File: config.mk
export PLATFORM = sky130hd
export DESIGN_NAME = clk_div_lock_gen
export DESIGN_NICKNAME = d
export VERILOG_FILES = /design/src/rtl/clk_div_lock_gen.sv
export SDC_FILE = /design/constraint.sdc
export NUM_CORES = 1
export LEC_CHECK = 0
export BUFFER_PORTS_ARGS = -buffer_cell sky130_fd_sc_hd__buf_2
export CAP_MARGIN = 40
export CORE_AREA = 2 2 77 79
export DETAILED_ROUTE_END_ITERATION = 8
export DIE_AREA = 0 0 79 81
export GPL_ROUTABILITY_DRIVEN = 0
export GPL_TIMING_DRIVEN = 1
export SLEW_MARGIN = 20
export SYNTH_ARGS = -nofsm -noshare
export SYNTH_HDL_FRONTEND = slang
export SYNTH_SLANG_ARGS = --single-unit
File: constraint.sdc
create_clock -name CLK_IN -period 3.2 [get_ports CLK_IN]
set_clock_uncertainty 0.05 [all_clocks]
set_input_delay 0 -clock CLK_IN [delete_from_list [all_inputs] [get_ports CLK_IN]]
set_output_delay 0 -clock CLK_IN [all_outputs]
set_load 0.1 [all_outputs]
File: src/rtl/clk_div_lock_gen.sv
// Fabric clock generator: four integer-divided clocks, released together
// once a lock-delay counter has modelled PLL/MMCM lock time.
module clk_div_lock_gen #(
    parameter int LOCK_CYCLES = 16,
    parameter int OUT0_DIVIDE = 2,
    parameter int OUT1_DIVIDE = 2,
    parameter int OUT2_DIVIDE = 2,
    parameter int OUT3_DIVIDE = 2,
    parameter int OUT2_EN     = 0,
    parameter int OUT3_EN     = 0
) (
    input  logic CLK_IN,
    input  logic MMCM_RESET_IN,
    output logic CLK0_OUT,
    output logic CLK1_OUT,
    output logic CLK2_OUT,
    output logic CLK3_OUT,
    output logic MMCM_LOCKED_OUT
);

    localparam int N0 = (OUT0_DIVIDE < 2) ? 2 : OUT0_DIVIDE;
    localparam int N1 = (OUT1_DIVIDE < 2) ? 2 : OUT1_DIVIDE;
    localparam int N2 = (OUT2_DIVIDE < 2) ? 2 : OUT2_DIVIDE;
    localparam int N3 = (OUT3_DIVIDE < 2) ? 2 : OUT3_DIVIDE;

    logic [15:0] lock_cnt_q, lock_cnt_d;
    logic        locked_q, locked_d;
    logic [3:0]  clk_vec;

    // locked_d is high on the lock edge itself, so outputs start on that edge
    always_comb begin
        lock_cnt_d = lock_cnt_q;
        locked_d   = locked_q;
        if (!locked_q) begin
            lock_cnt_d = lock_cnt_q + 16'd1;
            if (lock_cnt_d == 16'(LOCK_CYCLES)) begin
                locked_d = 1'b1;
            end
        end
    end

    always_ff @(posedge CLK_IN) begin
        if (MMCM_RESET_IN) begin
            lock_cnt_q <= '0;
            locked_q   <= 1'b0;
        end else begin
            lock_cnt_q <= lock_cnt_d;
            locked_q   <= locked_d;
        end
    end

    generate
        for (genvar gi = 0; gi < 4; gi++) begin : g_out
            localparam int N_K  = (gi == 0) ? N0 : (gi == 1) ? N1 : (gi == 2) ? N2 : N3;
            localparam int H_K  = N_K / 2;
            localparam bit EN_K = (gi < 2) ? 1'b1 : (gi == 2) ? (OUT2_EN != 0) : (OUT3_EN != 0);

            if (EN_K) begin : g_on
                logic [7:0] phase_q, phase_d;
                logic       clk_q, clk_d;

                // Phase stays 0 while unlocked, so the lock edge emits phase 0 (high)
                always_comb begin
                    phase_d = phase_q;
                    clk_d   = 1'b0;
                    if (locked_d) begin
                        clk_d   = ({1'b0, phase_q} < 9'(H_K));
                        phase_d = ({1'b0, phase_q} == 9'(N_K - 1)) ? 8'd0 : phase_q + 8'd1;
                    end
                end

                always_ff @(posedge CLK_IN) begin
                    if (MMCM_RESET_IN) begin
                        phase_q <= '0;
                        clk_q   <= 1'b0;
                    end else begin
                        phase_q <= phase_d;
                        clk_q   <= clk_d;
                    end
                end

                assign clk_vec[gi] = clk_q;
            end else begin : g_off
                assign clk_vec[gi] = 1'b0;
            end
        end
    endgenerate

    assign CLK0_OUT        = clk_vec[0];
    assign CLK1_OUT        = clk_vec[1];
    assign CLK2_OUT        = clk_vec[2];
    assign CLK3_OUT        = clk_vec[3];
    assign MMCM_LOCKED_OUT = locked_q;

endmodule

==> reports/metrics.cfg <==
[cts]
path_clk_slew_ps=80
tritoncts=done
numCtsBuffers=5
clock_sinks=35
clock_path_buffers=2
cts_resized=0
htree_levels=2
clk_latency_ps=290
cts-root-buf=clkbuf_8
postCtsSetupBuffers=0
cts-hold-fix-buffers=0

[grt]
grt_pass1_wl_mm=5.88
antenna_found_initial=0
grt_pass1_vias=1318
grt.total_usage_pct=11.8
grt_start_max_net_pins=36
grt_overflow=0

[logic_synthesis]
synth-edff-count=0
avgSynthCellArea_sq_um=8.38
ys_types=39
yosys.area.top_type=dfxtp_1
ys_seq_area_share_pct=36.8
synthCells=227
yosys_warnings=0
yosys-top-cells-count=35 x dfxtp_1, 23 x nor2_1, 15 x a21oi_1, 15 x nand2_1, 14 x xor2_1
synth_area_leaders=dfxtp_1 37%, xor2_1 6.4%, ha_1 5.3%, nor2_1 4.5%, a21oi_1 3.9%
ys_ff_latch=35
synth_top_area_share_pct=36.8
yosysMostFrequentCell=dfxtp_1
ys_async_sr_fraction_pct=0
synth_ff_type=dfxtp_1
syn_area_sq_mm=0.00190

[placement]
io_buffers=4
hpwl_mm=2.34

[worst_setup_path]
worstSetupStartpointType=flip-flop
path_max_fanout=31
cp.arrival_ps=2840
required_ps=3370
setup.worst_path.end_class=flip-flop
worst_r2r_endpoint=g_out[0].g_on.phase_q[7]
reg2regPathDepth=9
r2r_slack_ps=530
r2r_start=lock_cnt_q[0]
worstSetupPathType=flip-flop to flip-flop

[die]
start_util_pct=33.5
io_pins=7
die_area_sq_mm=0.00640
die_w_microns=79
core_sq_mm=0.00568
rows=28
fp.dieH_microns=81

[detailed_routing]
vias=1516
drt_iter0_drc=117
route.detailed.drc=0
drt-pass1-iter-count=4
wire_per_inst_microns=11.6
wirelength_mm=3.48
viasPerCell=5.05
ant_nets=0

[pwr]
vdd_drop_max_mv=0.168
p_per_area_mw_per_mm2=390
leakage_nw=0.706

[run]
cap_violations=0

[layout]
drive_above_1_share_pct=8.89
fillers=609
antennaDiodeCount=0
area_delta_synth_final_pct=6.84
fin_nets=234

[run_status]
status=completed

[timing]
fmax_mhz=374
fin_crit_ps=2670
timing_hold_violations_final=0
holdWs_ps=161
setup_viol=0
worstMarginPinSlew_ps=649
finalCritPeriodShare_pct=83.6
maxSlewHeadroom_pct=56.7
slew_viol_final=0
fin_setup_tns_ps=0
rsz0062_at_grt=false

[worst_hold_path]
holdPathEnd=lock_cnt_q[5]
holdPathStages=2
hold_start=MMCM_RESET_IN
hold_class=input pin to flip-flop

metrics by stage:
step / setup slack [ps] / cells / total power [mW] / cell area (sq um) / util [%]
final: 526 / 300 / 0.794 / 2030 / 35.8
after global routing: 368 / 300 / 0.830 / 2030 / 35.8
after CTS: 511 / 300 / 0.808 / 2030 / 35.8
after detailed placement: 531 / 292 / 0.484 / 1950 / 34.3
after global placement: 596 / 292 / 0.484 / 1950 / 34.3
after floorplan: 799 / 228 / 0.482 / 1910 / -
flip-flops by register name, summed over array words and instances, names as in the netlist:
signal	flops
lock_cnt_q	16
CLK0_OUT	1
MMCM_LOCKED_OUT	1
CLK1_OUT	1
g_out.g_on.phase_q	16
layout by cell type, fill, tap and decap left out, drive strengths merged, types with 2 or more instances in the layout:
| cell type | netlist | final |
|---|---|---|
| a21oi | 15 | 15 |
| a41oi | 3 | 3 |
| and2 | 3 | 3 |
| and3 | 6 | 6 |
| and4 | 2 | 2 |
| buf | 10 | 5 |
| clkbuf | 6 | 5 |
| clkinv | 0 | 3 |
| conb | 1 | 2 |
| dfxtp | 35 | 35 |
| ha | 8 | 8 |
| inv | 8 | 8 |
| mux2 | 3 | 3 |
| nand2 | 15 | 15 |
| nand3 | 13 | 13 |
| nand4 | 10 | 10 |
| nor2 | 23 | 23 |
| nor2b | 3 | 3 |
| nor3 | 7 | 7 |
| nor4 | 2 | 2 |
| o21ai | 9 | 9 |
| o31ai | 2 | 2 |
| or3 | 9 | 9 |
| or3b | 2 | 2 |
| or4 | 6 | 6 |
| xnor2 | 5 | 5 |
| xor2 | 14 | 14 |
metal layers:
layer / vias to the layer above / global-route usage, % / routed length (microns)
li1: 785 / - / -
met1: 705 / 14.3 / 1740
met2: 18 / 19.1 / 1570
met3: 8 / 3.00 / 99
met4: 0 / 6.55 / 65
met5: - / 0 / 0
worst max-delay path by stage:
stage                              from                  endpoint  cells past startpoint
after global routing      lock_cnt_q[0]  g_out[1].g_on.phase_q[7]                      9
after floorplan           lock_cnt_q[0]  g_out[0].g_on.phase_q[2]                      9
after global placement    lock_cnt_q[0]  g_out[0].g_on.phase_q[7]                      9
after detailed placement  lock_cnt_q[0]  g_out[1].g_on.phase_q[7]                      9
final                     lock_cnt_q[0]  g_out[0].g_on.phase_q[7]                      9
after CTS                 lock_cnt_q[0]  g_out[0].g_on.phase_q[7]                      9
power by group:
part           total [mW]  switching, mW  internal (mW)
Combinational      0.0291         0.0226        0.00650
Sequential          0.445        0.00631          0.439
Clock               0.320          0.171          0.149
Total               0.794          0.200          0.594
critical path, cell delays in order (launching register included):
cell,delay [ps]
dfxtp_1,380
ha_1,270
and3_4,220
a2111oi_4,330
a41oi_1,90
nor4_2,210
a41oi_2,140
buf_4,240
or4_1,510
a21oi_1,160
kinds of logic after synthesis:
logic type	synth area share (%)
mux	2.30
xor+xnor	8.74
simple gates	29.5
other cells	0.197
compound gates	11.1
buf+inv	6.11
fa+ha+maj	5.26
flops	36.8
final cells by class:
| class | instances | area, sq um | share of cell area (%) |
|---|---|---|---|
| Multi-Input combinational cell | 169 | 1100 | 54.0 |
| Sequential cell | 35 | 701 | 34.5 |
| Tap cell | 75 | 93.8 | 4.62 |
| Clock buffer | 5 | 68.8 | 3.38 |
| Inverter | 8 | 30.0 | 1.48 |
| Timing Repair Buffer | 5 | 27.5 | 1.35 |
| Clock inverter | 3 | 15.0 | 0.738 |
(Power assumes the default switching activity.)
